==> config.mk <==
export PLATFORM = sky130hd
export DESIGN_NAME = uart_image_streamer_flat
export DESIGN_NICKNAME = d
export VERILOG_FILES = /design/src/rtl/uart_image_streamer_if.sv /design/src/rtl/uart_image_streamer.sv /design/src/flat_wrapper.sv
export SDC_FILE = /design/constraint.sdc
export NUM_CORES = 1
export LEC_CHECK = 0
export BUFFER_PORTS_ARGS = -buffer_cell sky130_fd_sc_hd__buf_2
export CAP_MARGIN = 0
export CORE_MARGIN = 4
export CORE_UTILIZATION = 58
export DETAILED_ROUTE_END_ITERATION = 6
export GPL_TIMING_DRIVEN = 1
export PLACE_DENSITY = 0.81
export SLEW_MARGIN = 30
export SYNTH_ARGS = -nofsm -noshare
export SYNTH_HDL_FRONTEND = slang
export SYNTH_SLANG_ARGS = --single-unit
==> constraint.sdc <==
create_clock -name clk -period 2.7 [get_ports clk]
set_input_delay 0 -clock clk [delete_from_list [all_inputs] [get_ports clk]]
set_output_delay 0 -clock clk [all_outputs]
set_load 0.05 [all_outputs]
==> src/rtl/uart_image_streamer_if.sv <==
// -----------------------------------------------------------------------------
// uart_image_streamer_if
// Groups the streamer's control handshake, image-memory read port and UART
// serial output into one bundle.
//   start    : request to stream one image (host -> streamer)
//   busy     : image in progress (streamer -> host)
//   done     : one-cycle completion pulse (streamer -> host)
//   mem_addr : read address to the image memory (streamer -> memory)
//   mem_data : read data, valid the cycle after mem_addr (memory -> streamer)
//   tx       : UART 8N1 serial line, idle high (streamer -> receiver)
// Modports:
//   master : the streamer itself (drives the memory bus and the serial line)
//   slave  : the environment (host, memory and receiver)
// -----------------------------------------------------------------------------
interface uart_image_streamer_if #(
  parameter int ADDR_W = 10
);
  logic              start;
  logic              busy;
  logic              done;
  logic [ADDR_W-1:0] mem_addr;
  logic [7:0]        mem_data;
  logic              tx;

  modport master (
    input  start,
    input  mem_data,
    output mem_addr,
    output tx,
    output busy,
    output done
  );

  modport slave (
    output start,
    output mem_data,
    input  mem_addr,
    input  tx,
    input  busy,
    input  done
  );
endinterface

==> src/rtl/uart_image_streamer.sv <==
// -----------------------------------------------------------------------------
// uart_image_streamer
// Reads NUM_BYTES bytes from a synchronous-read image memory (addresses
// 0..NUM_BYTES-1) and sends each one as an 8N1 UART frame on tx, LSB first.
// done pulses for one cycle after the final stop bit of the image.
//
// Ports:
//   clk : system clock
//   rst : synchronous reset, active high (wins over start)
//   bus : uart_image_streamer_if.master
//         start (in), mem_data (in), mem_addr (out), tx (out),
//         busy (out), done (out)
//
// State  | meaning
// -------+------------------------------------------------------------
// IDLE   | line idle high, address parked at 0, waiting for start
// FETCH  | current address presented to memory (1 cycle)
// LOAD   | memory data captured into the shift register (1 cycle)
// START  | start bit (tx=0) for CLKS_PER_BIT cycles
// DATA   | 8 data bits, LSB first, CLKS_PER_BIT cycles each
// STOP   | stop bit (tx=1) for CLKS_PER_BIT cycles, then next byte or done
// -----------------------------------------------------------------------------
module uart_image_streamer #(
  parameter int CLKS_PER_BIT = 5208,
  parameter int NUM_BYTES    = 784,
  parameter int ADDR_W       = 10
) (
  input  logic                  clk,
  input  logic                  rst,
  uart_image_streamer_if.master bus
);

  localparam int BAUD_W = $clog2(CLKS_PER_BIT);

  localparam logic [BAUD_W-1:0] BAUD_LAST = BAUD_W'(CLKS_PER_BIT - 1);
  localparam logic [ADDR_W-1:0] ADDR_LAST = ADDR_W'(NUM_BYTES - 1);

  typedef enum logic [2:0] {
    S_IDLE  = 3'd0,
    S_FETCH = 3'd1,
    S_LOAD  = 3'd2,
    S_START = 3'd3,
    S_DATA  = 3'd4,
    S_STOP  = 3'd5
  } state_t;

  state_t            state_q, state_d;
  logic [BAUD_W-1:0] baud_q,  baud_d;
  logic [2:0]        bit_q,   bit_d;
  logic [7:0]        shift_q, shift_d;
  logic [ADDR_W-1:0] addr_q,  addr_d;
  logic              tx_q,    tx_d;
  logic              busy_q,  busy_d;
  logic              done_q,  done_d;

  logic baud_last;
  assign baud_last = (baud_q == BAUD_LAST);

  // tx_d is always the value tx must show in the state being entered, so the
  // registered line only moves on state/bit boundaries.
  always_comb begin
    state_d = state_q;
    baud_d  = baud_q;
    bit_d   = bit_q;
    shift_d = shift_q;
    addr_d  = addr_q;
    tx_d    = tx_q;
    busy_d  = busy_q;
    done_d  = 1'b0;

    case (state_q)
      S_IDLE: begin
        tx_d   = 1'b1;
        addr_d = '0;
        busy_d = 1'b0;
        if (bus.start) begin
          state_d = S_FETCH;
          busy_d  = 1'b1;
        end
      end

      S_FETCH: begin
        state_d = S_LOAD;
      end

      S_LOAD: begin
        shift_d = bus.mem_data;
        baud_d  = '0;
        tx_d    = 1'b0;
        state_d = S_START;
      end

      S_START: begin
        if (baud_last) begin
          baud_d  = '0;
          bit_d   = '0;
          tx_d    = shift_q[0];
          state_d = S_DATA;
        end else begin
          baud_d = baud_q + BAUD_W'(1);
        end
      end

      S_DATA: begin
        if (baud_last) begin
          baud_d  = '0;
          shift_d = {1'b0, shift_q[7:1]};
          if (bit_q == 3'd7) begin
            tx_d    = 1'b1;
            state_d = S_STOP;
          end else begin
            bit_d = bit_q + 3'd1;
            // shift_q[1] becomes shift[0] on this same edge
            tx_d  = shift_q[1];
          end
        end else begin
          baud_d = baud_q + BAUD_W'(1);
        end
      end

      S_STOP: begin
        if (baud_last) begin
          baud_d = '0;
          if (addr_q == ADDR_LAST) begin
            done_d  = 1'b1;
            busy_d  = 1'b0;
            addr_d  = '0;
            state_d = S_IDLE;
          end else begin
            addr_d  = addr_q + ADDR_W'(1);
            state_d = S_FETCH;
          end
        end else begin
          baud_d = baud_q + BAUD_W'(1);
        end
      end

      default: begin
        tx_d    = 1'b1;
        busy_d  = 1'b0;
        addr_d  = '0;
        state_d = S_IDLE;
      end
    endcase
  end

  always_ff @(posedge clk) begin
    if (rst) begin
      state_q <= S_IDLE;
      baud_q  <= '0;
      bit_q   <= '0;
      shift_q <= '0;
      addr_q  <= '0;
      tx_q    <= 1'b1;
      busy_q  <= 1'b0;
      done_q  <= 1'b0;
    end else begin
      state_q <= state_d;
      baud_q  <= baud_d;
      bit_q   <= bit_d;
      shift_q <= shift_d;
      addr_q  <= addr_d;
      tx_q    <= tx_d;
      busy_q  <= busy_d;
      done_q  <= done_d;
    end
  end

  assign bus.mem_addr = addr_q;
  assign bus.tx       = tx_q;
  assign bus.busy     = busy_q;
  assign bus.done     = done_q;

endmodule

==> src/flat_wrapper.sv <==
// flat-port wrapper written by rule: the top's interface ports become plain ports
module uart_image_streamer_flat 
#(
  parameter int CLKS_PER_BIT = 5208,
  parameter int NUM_BYTES    = 784,
  parameter int ADDR_W       = 10
)
  (clk, rst, bus_start, bus_mem_data, bus_mem_addr, bus_tx, bus_busy, bus_done);
  uart_image_streamer_if #(.ADDR_W(ADDR_W)) bus_i ();
  input  logic clk;
  input  logic rst;
  input wire logic [$bits(bus_i.start)-1:0] bus_start;
  input wire logic [$bits(bus_i.mem_data)-1:0] bus_mem_data;
  output wire logic [$bits(bus_i.mem_addr)-1:0] bus_mem_addr;
  output wire logic [$bits(bus_i.tx)-1:0] bus_tx;
  output wire logic [$bits(bus_i.busy)-1:0] bus_busy;
  output wire logic [$bits(bus_i.done)-1:0] bus_done;
  assign bus_i.start = bus_start;
  assign bus_i.mem_data = bus_mem_data;
  assign bus_mem_addr = bus_i.mem_addr;
  assign bus_tx = bus_i.tx;
  assign bus_busy = bus_i.busy;
  assign bus_done = bus_i.done;
  uart_image_streamer #(.CLKS_PER_BIT(CLKS_PER_BIT), .NUM_BYTES(NUM_BYTES), .ADDR_W(ADDR_W)) u_core (.clk(clk), .rst(rst), .bus(bus_i));
endmodule
### Word-level counts from Yosys, hierarchy flattened

Cells that the tools add are included.

* bits of input ports: 11
* word-level logic and storage cells: 71
* output and inout port bits: 13
* bits in registers: 40

* add/subtract/negate cells: 3
* mux-type cells: 27
* reductions and logical operators: 14
* bitwise logic cells: 4
* equal/unequal tests: 15

Operators with widths (count)
* 13-bit case mux with 2 select lines: 1
* 3-bit 2-to-1 mux: 8
* 10-bit 2-to-1 mux: 2
* 10-bit case mux with 2 select lines: 1
* 3-bit case mux with 6 select lines: 1
* 8-bit case mux with 2 select lines: 1
* 13-bit by 1-bit adder with 13-bit output, second input constant: 1
* 13-bit == test, second input constant: 1
* 13-bit 2-to-1 mux: 1
* 10-bit by 1-bit adder with 10-bit output, second input constant: 1
* 10-bit == test, second input constant: 1
* 2-bit by 1-bit != test with 1-bit output, second input constant: 5
* 3-bit == test, second input constant: 3
* 1-bit 2-to-1 mux: 8
* 8-bit 2-to-1 mux: 1
* 3-bit by 2-bit == test with 1-bit output, second input constant: 2
* 3-bit case mux with 2 select lines: 1
* 3-bit AND reduction: 2
* 2-bit nonzero test: 3
* 3-bit OR reduction: 2
* 5-bit AND reduction: 1
* 2-bit != test, second input constant: 2
* 1-bit inverter: 4
* 1-bit case mux with 4 select lines: 1
* 8 further kinds: 9

### Logic depth before layout (Yosys ltp)

* word-level depth: 4
* gate-level depth with buffers: 7
* mapped depth without buffers: 6

### Worst setup path after synthesis

Ideal clock, no wire load.

* path type: reg-to-reg
* start: register u_core.addr_q[0] (netlist: u_core.bus.mem_addr[0])
* end: register u_core.addr_q[6] (netlist: u_core.bus.mem_addr[6])
* path buffers: 2
* setup slack: 0.396 ns
* library setup time: 0.154 ns
* data arrival time: 2.150 ns
* cell stages (with the launch flop): 8
* data required time: 2.546 ns
* clock period less this slack: 2.304 ns
* path through: dfxtp_1 > ha_1 > nand3_1 > or4_1 > buf_6 > buf_8 > a41oi_1 > a31oi_1

* cells in the longest elaborated chain, start to end: 4
* elaborated cells between the ends (all ways): 5
* classes of those cells: add/sub: 1; eq/ne: 1; mux: 3

Ends and longest elaborated chain
* from (decl): line uart_image_streamer.sv:51 `logic [ADDR_W-1:0] addr_q, addr_d;`
* from (signal assigned): line uart_image_streamer.sv:162 `addr_q <= addr_d;`
* 10-bit by 1-bit adder with 10-bit output or 10-bit == test (tied branches): line uart_image_streamer.sv:130, uart_image_streamer.sv:124
* 10-bit 2-to-1 mux *: line uart_image_streamer.sv:124 `if (addr_q == ADDR_LAST) begin`
* 10-bit 2-to-1 mux *: line uart_image_streamer.sv:122 `if (baud_last) begin`
* 10-bit case mux with 2 select lines *: line uart_image_streamer.sv:71 `case (state_q)`

Every way passes the cells marked *; elsewhere a longest branch is shown, timed or not. The select of a mux whose other input is x is not followed.
A chain may end at the register's enable or synchronous reset.

### Worst setup path in the final report

* start: register u_core.baud_q[0]
* end: register u_core.baud_q[3]

* cells in the longest elaborated chain, start to end: 3
* elaborated cells between the ends (all ways): 4
* classes of those cells: add/sub: 1; eq/ne: 1; mux: 2

Ends and longest elaborated chain
* from (decl): line uart_image_streamer.sv:48 `logic [BAUD_W-1:0] baud_q, baud_d;`
* from (signal assigned): line uart_image_streamer.sv:159 `baud_q <= baud_d;`
* 13-bit by 1-bit adder with 13-bit output or 13-bit == test (tied branches)
* 13-bit 2-to-1 mux *: line uart_image_streamer.sv:94, uart_image_streamer.sv:105, uart_image_streamer.sv:122
* 13-bit case mux with 2 select lines *: line uart_image_streamer.sv:71

Every way passes the cells marked *; elsewhere a longest branch is shown, timed or not.

==> metrics.txt <==
Worst Hold Class=input pin to flop; slew margin rel.=56.4%; clock latency on the worst-skew pair=0.30 ns; Finished Layout Cells=340; Via density=6.67; xor-xnor portion of the synthesized cell area=2.29%; largest family of logic cells by synthesized area=simple AND/OR/NAND/NOR gates; Synth Area in Simple Gates=27.7%; Port Buf Inserts=23; Post-Place Cells=333; outcome=finished, final reports clean; minimum clock period=2.37 ns; share of layout cells above drive strength 1=14.0%; ant diodes=0; hold path startpoint=bus_mem_data[6]; Critical R2R Launch=u_core.baud_q[0]; # hold bufs at CTS=0; TritonRoute pass-1 iters=5; complex-gate fraction of the synthesized area=22.9%; critical path startpoint=u_core.baud_q[0]; register area share after synthesis=34.9%; Via Count=2,268; Pleak=0.849 nW; DIE WIDTH=70.9 µm; total wire length=5660 µm; DIE AREA=5030 µm²; kind of critical path=flop to flop; routability cong.=0.907; Yosys top cell area share=34.9%; row cnt=22; Fmax achieved=0.422 GHz; total CTS buffers=5; initial core utilization=61.3%; Final Setup Violations=0; synthesis-stage register bit count=40; Max IR drop VDD=0.488 mV; PostCTS Resize Cnt=0; worst path arrival time=2.54 ns; Final Max Tran Viols=0; RSZ-0062 raised after global routing=false; Post-DRT Antenna Nets=0; WL per Instance=16.7 µm; Async SR Flop Fraction=0%; synthesized netlist cell count=276; max-cap viol count=0; largest net degree at the start of global routing=26; CTS tree=built; Die Span Y=70.9 µm; cell taking the most area after synthesis=dfxtp_1; syn nets=291; Setup Buffers After CTS=0; commonest cells after routing, fill and taps aside=40 x dfxtp_1, 23 x buf_2, 21 x nand2_1; initial drt markers=242; Final period util=87.7%; Critical Path End Type=flop; CTS clk-pin slew, worst paths=0.07 ns; pwr dens=475 nW/µm²; gr ovfl total=0; Post-synth EDFFs=0; initial antenna violation count=0; global-route wire length before repair=9300 µm; adder-cell area share of the yosys netlist=2.18%; Tightest Pin Transition=0.653 ns; Worst Skew=0.00450 ns; Setup WS pre-CTS=0.386 ns; clock sinks=40; YS warnings=0; Area Overhead vs Synth=9.37%; core area=3740 µm²; Syn Std Cell Area=2300 µm²; Max FO, Critical Path=16; syn avg cell area=8.32 µm²; Root Buffer=clkbuf_8; Layout Utilization=67.1%; Distinct cells, synth=55; total global-route track usage=22.9%; final hold vios=0; nets@finish=307; Fin Setup TNS=0 ns; HPWL Detailed=3850 µm; vias in the first global route=1,964; # IOs=24; Required @ worst endpoint=2.87 ns; Main synth FF type=dfxtp_1; top post-synthesis cells by area=dfxtp_1 35%, mux2i_1 4.8%, a31oi_1 4.1%, nand3_1 3.9%, nor3_1 3.5%; commonest non-fill, non-tap cell in the layout=dfxtp_1; Final WS setup=0.333 ns; mux share of post-synthesis cell area=4.80%; DRC Markers=0; Clock H-tree levels=2; Startpoint Class=flop; clk buf depth=2
[sequential cells by signal (all words and copies together), names as in the netlist]
name,cells
u_core.baud_q,13
u_core.bus.busy,1
u_core.bit_q,3
u_core.bus.done,1
u_core.bus.mem_addr,10
u_core.bus.tx,1
u_core.state_q,3
u_core.shift_q,8
[metrics by stage]
stage / total power [mW] / hold WS, ns / area [µm²]
2_1_floorplan: 0.742 / 0.178 / 2300
3_3_place_gp: 0.774 / 0.363 / 2410
3_5_place_dp: 0.776 / 0.372 / 2410
4_1_cts: 1.20 / 0.0555 / 2510
5_1_grt: 1.23 / 0.0693 / 2510
6_report: 1.19 / 0.0569 / 2510
[where the power goes]
group | total, mW | internal (mW) | leakage (nW) | switching [mW]
combinational | 0.133 | 0.0488 | 0.474 | 0.0842
sequential | 0.632 | 0.609 | 0.324 | 0.0228
clock | 0.428 | 0.227 | 0.0503 | 0.201
total | 1.19 | 0.885 | 0.849 | 0.308
[Yosys cell counts (7+ instances only)]
library cell  count
dfxtp_1          40
nand2_1          21
nand3_1          18
nor3_1           16
a31oi_1          15
nor2_1           15
a21oi_1          14
clkbuf_1         11
mux2i_1          11
a311oi_1          9
nand4_1           7
o21ai_0           7
[final cells by class]
class,count,area [µm²]
timing repair buffer,29,160
clock buffer,7,96.3
inverter,5,18.8
multi-input combinational,211,1380
tap,48,60.1
fill,318,1230
sequential,40,801
[cells by family (layout without fill, tap and decap cells)]
family / Yosys count / count (layout)
XOR/XNOR: 6 / 6
buffers and inverters: 25 / 41
AO/OA/AOI/OAI: 76 / 76
AND/OR/NAND/NOR: 114 / 114
multiplexers: 11 / 11
adder cells (fa/ha/maj): 4 / 4
flip-flops: 40 / 40
[path summary, 6_finish.rpt]
path | to | slack, ns | cells after the start
worst min-delay path | u_core.shift_q[6] | 0.06 | 3
worst max register to register | u_core.baud_q[3] | 0.33 | 6
worst min register to register | u_core.baud_q[12] | 0.51 | 2
worst max-delay path | u_core.baud_q[3] | 0.33 | 6
[critical path, cell delays in order, from the launching register on]
cell	delay (ns)
dfxtp_1	0.44
ha_1	0.31
nor4bb_1	0.46
nand3_1	0.31
buf_4	0.29
a21oi_1	0.33
nor3_1	0.11
[layer usage]
layer	vias to the layer above	share of wire [%]	GRT usage, %
met5	-	0	0
met4	0	1.8	10.2
met3	8	6.7	4.55
met2	96	45	34.2
met1	1050	46	32.0
li1	1114	-	-
Power figures use the tool's default switching activity.
